[src/rtl/green_pkg.sv]
// Shared definitions for the green sequencer.
// Holds the opcode class constants, the sequencer FSM state encoding and the
// default datapath/address widths used by green_seq and green_pc.
package green_pkg;

  localparam int DATA_W_DEF = 16;
  localparam int ADDR_W_DEF = 8;

  // Instruction class lives in the top nibble of the instruction word.
  localparam logic [3:0] OP_NOP  = 4'h0;
  localparam logic [3:0] OP_INC  = 4'h1;
  localparam logic [3:0] OP_LD   = 4'h2;
  localparam logic [3:0] OP_ST   = 4'h3;
  localparam logic [3:0] OP_BR   = 4'h4;
  localparam logic [3:0] OP_HALT = 4'hF;

  typedef enum logic [2:0] {
    FETCH  = 3'd0,
    DECODE = 3'd1,
    EXEC   = 3'd2,
    WB     = 3'd3,
    HALT   = 3'd4
  } state_t;

endpackage

[src/rtl/green_pc.sv]
// Program counter for the green sequencer.
// Ports:
//   clk, rst_n  clock and async active-low reset (loads RESET_PC)
//   i_inc       advance PC by one, wrapping at the top of the address space
//   i_load      load i_target (takes priority over i_inc)
//   i_target    branch target
//   o_pc        current PC
module green_pc
  import green_pkg::*;
#(
  parameter int                ADDR_W   = ADDR_W_DEF,
  parameter logic [ADDR_W-1:0] RESET_PC = '0
) (
  input  logic              clk,
  input  logic              rst_n,
  input  logic              i_inc,
  input  logic              i_load,
  input  logic [ADDR_W-1:0] i_target,
  output logic [ADDR_W-1:0] o_pc
);

  logic [ADDR_W-1:0] r_pc;

  always_ff @(posedge clk or negedge rst_n) begin
    if (!rst_n) begin
      r_pc <= RESET_PC;
    end else if (i_load) begin
      r_pc <= i_target;
    end else if (i_inc) begin
      // Natural modulo-2^ADDR_W wrap from all-ones back to zero.
      r_pc <= r_pc + ADDR_W'(1);
    end
  end

  assign o_pc = r_pc;

endmodule

[src/rtl/green_seq.sv]
// Instruction sequencer for the green datapath.
// Fetches instruction words, issues them to green as opCode, keeps the A/B
// accumulators and ZNC flags that green consumes, resolves branches and
// generates green's RAM write-enable.
// Ports:
//   clk, rst_n, en        clock, async active-low reset, global enable
//   imem_addr/imem_data   instruction memory (data valid one cycle after addr)
//   opCode, WE            instruction and RAM write-enable to green
//   A_in, B_in, ZNC_in    accumulator/flag state to green
//   A_out, B_out, ZNC_out results from green, captured in WB
//   BR_out                green's branch-taken indication
//   pc, halted            debug PC and halt status
//
// state  | meaning
// FETCH  | present pc on imem_addr
// DECODE | latch instruction; HALT class parks the sequencer
// EXEC   | issue opCode; WE pulses for ST
// WB     | capture green results, select next pc
// HALT   | frozen until reset
module green_seq
  import green_pkg::*;
#(
  parameter int                ADDR_W   = ADDR_W_DEF,
  parameter int                DATA_W   = DATA_W_DEF,
  parameter logic [ADDR_W-1:0] RESET_PC = '0
) (
  input  logic              clk,
  input  logic              rst_n,
  input  logic              en,
  output logic [ADDR_W-1:0] imem_addr,
  input  logic [DATA_W-1:0] imem_data,
  output logic [DATA_W-1:0] opCode,
  output logic [DATA_W-1:0] A_in,
  output logic [DATA_W-1:0] B_in,
  output logic [2:0]        ZNC_in,
  output logic              WE,
  input  logic [DATA_W-1:0] A_out,
  input  logic [DATA_W-1:0] B_out,
  input  logic [2:0]        ZNC_out,
  input  logic              BR_out,
  output logic [ADDR_W-1:0] pc,
  output logic              halted
);

  state_t            r_state;
  // Only the parts of ir needed after DECODE are kept: the class nibble and
  // the branch target. The full word goes straight into r_opcode.
  logic [3:0]        r_ir_class;
  logic [ADDR_W-1:0] r_br_tgt;
  logic [DATA_W-1:0] r_opcode;
  logic [DATA_W-1:0] r_a;
  logic [DATA_W-1:0] r_b;
  logic [2:0]        r_znc;
  logic              r_we;
  logic              r_halted;

  logic [3:0]        w_fetch_class;
  logic              w_wb_step;
  logic              w_br_take;
  logic [ADDR_W-1:0] w_pc;

  assign w_fetch_class = imem_data[DATA_W-1 -: 4];
  assign w_wb_step     = en && (r_state == WB);
  // BR_out matters only for a BR instruction in an enabled WB cycle.
  assign w_br_take     = w_wb_step && (r_ir_class == OP_BR) && BR_out;

  green_pc #(
    .ADDR_W   (ADDR_W),
    .RESET_PC (RESET_PC)
  ) u_pc (
    .clk      (clk),
    .rst_n    (rst_n),
    .i_inc    (w_wb_step),
    .i_load   (w_br_take),
    .i_target (r_br_tgt),
    .o_pc     (w_pc)
  );

  always_ff @(posedge clk or negedge rst_n) begin
    if (!rst_n) begin
      r_state    <= FETCH;
      r_ir_class <= OP_NOP;
      r_br_tgt   <= '0;
      r_opcode   <= '0;
      r_a        <= '0;
      r_b        <= '0;
      r_znc      <= '0;
      r_we       <= 1'b0;
      r_halted   <= 1'b0;
    end else if (en) begin
      case (r_state)
        FETCH: begin
          r_state <= DECODE;
        end
        DECODE: begin
          r_ir_class <= w_fetch_class;
          r_br_tgt   <= imem_data[ADDR_W-1:0];
          if (w_fetch_class == OP_HALT) begin
            r_state  <= HALT;
            r_halted <= 1'b1;
          end else begin
            // opCode/WE are loaded here so they are clean registers for EXEC.
            r_state  <= EXEC;
            r_opcode <= imem_data;
            r_we     <= (w_fetch_class == OP_ST);
          end
        end
        EXEC: begin
          r_state  <= WB;
          r_opcode <= '0;
          r_we     <= 1'b0;
        end
        WB: begin
          r_state <= FETCH;
          r_a     <= A_out;
          r_b     <= B_out;
          r_znc   <= ZNC_out;
        end
        HALT: begin
          r_state <= HALT;
        end
        default: begin
          r_state <= FETCH;
        end
      endcase
    end
  end

  assign imem_addr = w_pc;
  assign pc        = w_pc;
  assign opCode    = r_opcode;
  // A stalled EXEC must not write: the RAM sees WE only in the enabled cycle.
  assign WE        = r_we & en;
  assign A_in      = r_a;
  assign B_in      = r_b;
  assign ZNC_in    = r_znc;
  assign halted    = r_halted;

endmodule

[config.mk]
export PLATFORM = sky130hd
export DESIGN_NAME = green_seq
export DESIGN_NICKNAME = d
export VERILOG_FILES = /design/src/rtl/green_pkg.sv /design/src/rtl/green_pc.sv /design/src/rtl/green_seq.sv
export SDC_FILE = /design/constraint.sdc
export NUM_CORES = 1
export LEC_CHECK = 0
export CAP_MARGIN = 10
export CORE_ASPECT_RATIO = 1.2
export CORE_MARGIN = 5
export CORE_UTILIZATION = 48
export DETAILED_ROUTE_END_ITERATION = 10
export PLACE_DENSITY = 0.95
export SLEW_MARGIN = 15
export SYNTH_ARGS = -nofsm -noshare
export SYNTH_HDL_FRONTEND = slang
export SYNTH_SLANG_ARGS = --single-unit
export TNS_END_PERCENT = 50
[constraint.sdc]
create_clock -name clk -period 3.6 [get_ports clk]
set_input_delay 0.54 -clock clk [delete_from_list [all_inputs] [get_ports clk]]
set_output_delay 0.54 -clock clk [all_outputs]
set_load 0.03 [all_outputs]
# Word-level counts from Yosys, hierarchy flattened
# Cells that the tools add are included.
dict set report totals {
  register_bits 76
  output_inout_bits 69
}
dict set report classes {
  bitwise_logic 1
  n_reduce_logical 10
  eq_ne 8
  muxes 8
  n_addsub 1
}
# cell count
set op_table {}
lappend op_table {{case mux 16 bit (2 select lines)} 1}
lappend op_table {{two-way mux 16 bit} 1}
lappend op_table {{two-way mux 8 bit} 2}
lappend op_table {{case mux 3 bit (4 select lines)} 1}
lappend op_table {{adder 8 x 1 -> 8 bit, second input constant} 1}
lappend op_table {{equality test 3 x 2 -> 1 bit, second input constant} 2}
lappend op_table {{AND reduction 3 bit} 2}
lappend op_table {{equality test 4 x 2 -> 1 bit, second input constant} 1}
lappend op_table {{equality test 4 x 3 -> 1 bit, second input constant} 1}
lappend op_table {{equality test 4 bit, second input constant} 1}
lappend op_table {{AND reduction 2 bit} 2}
lappend op_table {{nonzero test 2 bit} 2}
lappend op_table {{equality test 3 x 1 -> 1 bit, second input constant} 1}
lappend op_table {{equality test 3 bit, second input constant} 1}
lappend op_table {{logical AND 1 bit} 3}
lappend op_table {{logical NOT 3 bit} 1}
lappend op_table {{two-way mux 3 bit} 1}
lappend op_table {{!= test 2 bit, second input constant} 1}
lappend op_table {{case mux 1 bit (2 select lines)} 1}
lappend op_table {{bitwise AND 1 bit} 1}
lappend op_table {{two-way mux 1 bit} 1}

# Depth between registers and ports, before layout
dict set report logic_depth {
  word_depth 5
  depth_mapped 7
  depth_no_buf 5
}

# Cells and area by module
# From an unflattened synthesis, not the netlist that was laid out.
dict set report hier_totals {
  cells_unflattened 252
  area_unflattened_um2 3248.1
}
# module area_each_um2 instances cells_per_inst
set by_module_without_submodules {}
lappend by_module_without_submodules {green_seq 2797.7 1 203}
lappend by_module_without_submodules {green_pc 450.4 1 49}

# Worst setup path before layout
# No wires, ideal clock.
dict set report synth_timing {
  path_kind {input-to-reg}
  start {in en}
  end {reg r_br_tgt[0]}
  setup_slack_ns 2.029
  setup_time_ns 0.128
  n_path_buf 1
  cell_stages 4
  arrival_time_ns 1.443
  path_cell_list {inv_2 nor4b_4 buf_4 mux2_1}
}
dict set report synth_between {
  elab_chain_len 1
}
# item line
set synth_lines {}
lappend synth_lines {{start: declaration} green_seq.sv:29} ;# input logic en,
lappend synth_lines {{AND reduction 2 bit (no line)} --}
lappend synth_lines {{end signal: assignment} green_seq.sv:97} ;# r_br_tgt <= imem_data[ADDR_W-1:0];
lappend synth_lines {{end: declaration} green_seq.sv:49} ;# logic [ADDR_W-1:0] r_br_tgt;
# No other way between the ends.
# A chain may end at the register's enable or synchronous reset.

# Worst setup path in the final report
dict set report layout_timing {
  start {in en}
  end {out WE}
}
dict set report layout_between {
  elab_chain_len 1
}
# item line
set layout_lines {}
lappend layout_lines {{bitwise AND 1 bit} green_seq.sv:133} ;# assign WE = r_we & en;
lappend layout_lines {{end: declaration} green_seq.sv:36} ;# output logic WE,
# No other way between the ends.

==> flow_metrics.py <==
metrics = {
    "die": {
        "die_height_um": 101,
        "floorplan.initialDensity": 0.489,
        "io_pins": 124,
        "fp.dieW_um": 85.8,
        "core_um2": 6770,
        "fp-row-count": 33,
        "design.die.area_um2": 8670,
    },
    "yosys": {
        "synth_cells": 330,
        "synth_area_per_inst_um2": 10.0,
        "mappedNetlistArea_um2": 3310,
        "synth-edff-count": 0,
        "yosys_most_used_dff": "sky130_fd_sc_hd__dfrtp_1",
        "synthesis.yosys.warnings": 0,
        "synth_fp_nets": 386,
        "synth.distinct_cells": 36,
        "synth.yosys.seq_area_share": 0.574,
        "synth_async_sr_flop_share": 1.00,
        "synth-seq-cells": 76,
    },
    "clock_network": {
        "cts_sinks": 76,
        "cts_max_level": 3,
        "clkTransAtPathRegs_ns": 0.07,
        "clockBufferDepth": 2,
        "cts-resized-gates": 0,
        "cts-hold-fix-buffers": 0,
        "post-cts-setup-buffers": 0,
        "cts_tree": "yes",
        "numCtsBuffers": 9,
        "clk-insertion-delay-late_ns": 0.34,
        "clock-root-buffer": "sky130_fd_sc_hd__clkbuf_8",
    },
    "route": {
        "drt_iter0_drc": 54,
        "drt_pre_antenna_iters": 4,
        "wl_per_cell_um": 15.0,
        "num_vias": 2631,
        "routed_wirelength_um": 8050,
        "post_detailed_route_count_of_antenna_violating_nets": 0,
        "drc": 0,
        "routed_via_density": 4.92,
    },
    "min_path": {
        "worst_hold_path_type": "input port to async pin",
    },
    "layout": {
        "num-fill-cells": 497,
        "leading_cell_types_in_the_layout_fill_and_taps_excluded": "sky130_fd_sc_hd__nand2_1 (129), sky130_fd_sc_hd__clkdlybuf4s50_1 (122), sky130_fd_sc_hd__dfrtp_1 (76)",
        "number_of_diodes": 0,
        "fin_util": 0.698,
        "final_net_count": 499,
        "layout-area-overhead-vs-synth_pct": 42.8,
        "final_common_cell": "sky130_fd_sc_hd__nand2_1",
        "drive_above_1_share": 0.0580,
    },
    "timing": {
        "finClkSkew_ns": 0.00640,
        "min_period_ns": 2.54,
        "fmax_ghz": 0.393,
        "timing.slew.headroom": 0.318,
        "post-route-period-util": 0.706,
        "whs_ns": 0.343,
        "finalMaxSlewViolations": 0,
        "worst_slew_pin_slew_ns": 1.02,
        "number_of_setup_violations_in_the_final_report": 0,
        "setup-tns-final_ns": 0,
        "unrepaired_setup_endpoints_after_global_routing": "false",
        "finalHoldViolCount": 0,
    },
    "grt": {
        "overflow": 0,
        "initial_antenna_violation_count": 0,
        "grt_first_pass_wirelength_um": 13200,
        "grt_start_max_net_pins": 77,
        "track_usage": 0.193,
        "grt_pass1_vias": 2688,
    },
    "worst_setup_path": {
        "cpMostUsedCell": "sky130_fd_sc_hd__clkdlybuf4s50_1",
        "cp_slowest_cell": "sky130_fd_sc_hd__clkdlybuf4s50_1",
        "arrival_ns": 2.00,
        "worst_setup_path_start_kind": "input port",
        "crit_type": "input port to output port",
        "worst-endpoint-required_ns": 3.06,
        "crit_path_max_incr_delay_ns": 0.67,
        "maximum_fanout_along_the_worst_path": 5,
        "cell_chain_of_the_critical_path": "clkdlybuf4s50_1 > inv_2 > nor2_1 > clkdlybuf4s50_1",
        "endpoint_kind": "output port",
    },
    "placement": {
        "detailedPlacementHpwl_um": 6010,
        "portBuffers": 123,
        "globalplace.congestion": 0.789,
    },
    "pwr": {
        "p_leak_nw": 2.25,
        "power.density_cell_area_nw_per_um2": 943,
        "worst_ir_drop_vdd_uv": 594,
    },
    "job": {
        "maxCapViolations": 0,
    },
    "outcome": {
        "run_status": "finished, final reports clean",
    },
}
-- cell usage after synthesis, types with 2 or more instances --
| library cell | number | share of area |
|---|---|---|
| sky130_fd_sc_hd__a21o_1 | 2 | 0.0045 |
| sky130_fd_sc_hd__a21oi_1 | 2 | 0.0030 |
| sky130_fd_sc_hd__a21oi_2 | 3 | 0.0079 |
| sky130_fd_sc_hd__a22oi_1 | 2 | 0.0045 |
| sky130_fd_sc_hd__a2bb2oi_1 | 2 | 0.0053 |
| sky130_fd_sc_hd__and3_1 | 2 | 0.0038 |
| sky130_fd_sc_hd__buf_2 | 6 | 0.0091 |
| sky130_fd_sc_hd__buf_4 | 10 | 0.023 |
| sky130_fd_sc_hd__buf_6 | 2 | 0.0068 |
| sky130_fd_sc_hd__clkbuf_1 | 5 | 0.0057 |
| sky130_fd_sc_hd__dfrtp_1 | 76 | 0.57 |
| sky130_fd_sc_hd__inv_1 | 20 | 0.023 |
| sky130_fd_sc_hd__mux2_1 | 12 | 0.041 |
| sky130_fd_sc_hd__mux2i_1 | 22 | 0.067 |
| sky130_fd_sc_hd__nand2_1 | 129 | 0.15 |
| sky130_fd_sc_hd__nand3_1 | 5 | 0.0076 |
| sky130_fd_sc_hd__nand4_1 | 3 | 0.0057 |
| sky130_fd_sc_hd__nor2_1 | 5 | 0.0057 |
| sky130_fd_sc_hd__nor2b_1 | 3 | 0.0057 |
| sky130_fd_sc_hd__o21ai_0 | 2 | 0.0030 |
| sky130_fd_sc_hd__o22ai_1 | 2 | 0.0038 |
-- power by group --
group | switching (W) | internal [W] | leakage (nW)
combinational | 0.00132 | 0.000956 | 1.22
clock | 0.000290 | 0.000359 | 0.0959
sequential | 0.000283 | 0.00125 | 0.933
-- state kept, by name, summed over array words and instances, names as in the netlist, 3 cells and up --
register and count:
A_in 16, B_in 16, opCode 16, r_br_tgt 8
u_pc.o_pc 8, r_ir_class 4, ZNC_in 3, r_state 3
-- cell families (layout without fill, tap and decap cells) --
kind of cell,after synthesis,in the layout,synth area share
AO/OA/AOI/OAI,20,20,0.0454
flip-flops,76,76,0.574
buffers and inverters,44,162,0.0680
adder cells (fa/ha/maj),1,1,0.00378
AND/OR/NAND/NOR,154,154,0.198
multiplexers,35,35,0.111
-- stage by stage --
stage                     setup WS, ns  cells  area [µm²]  total power, W
after floorplan                   2.03    330        3310         0.00292
after global placement            1.07    519        4520         0.00375
after detailed placement          1.05    519        4520         0.00384
after CTS                         1.05    535        4730         0.00451
after global routing             0.973    535        4730         0.00472
final                             1.06    535        4730         0.00446
-- worst max-delay path: cells and delay by family --
kind | cells | cell delay, ns
and+or+nand+nor | 1 | 0.11
buffers and inverters | 3 | 1.35
-- worst paths after layout --
path | slack (ns) | cells after the start | to | startpoint
max | 1.06 | 4 | WE | en
min | 0.34 | 1 | B_in[0]$_DFFE_PN0P_ | rst_n
max reg2reg | 1.69 | 4 | opCode[15]$_DFFE_PN0P_ | r_state[0]$_DFFE_PN0P_
min reg2reg | 0.47 | 1 | halted$_DFFE_PN0P_ | halted$_DFFE_PN0P_
max in group asynchronous | 2.68 | 1 | u_pc.o_pc[1]$_DFFE_PN0P_ | rst_n
min in group clk | 0.47 | 1 | halted$_DFFE_PN0P_ | halted$_DFFE_PN0P_
-- per-layer routing --
layer  GRT usage  wire [µm]
met1       0.234       3250
met2       0.337       4100
met3      0.0458        576
met4      0.0658        121
met5           0          0
-- area by class of cell --
class,count,area [µm²],share of cell area
sequential,76,1900,0.402
multi-input combinational,210,1190,0.252
inverter,21,78.8,0.0167
clock inverter,3,45.0,0.00953
timing repair buffer,125,1240,0.263
clock buffer,13,159,0.0336
tap,87,109,0.0230
No activity file was read; power rests on OpenSTA's default activity.
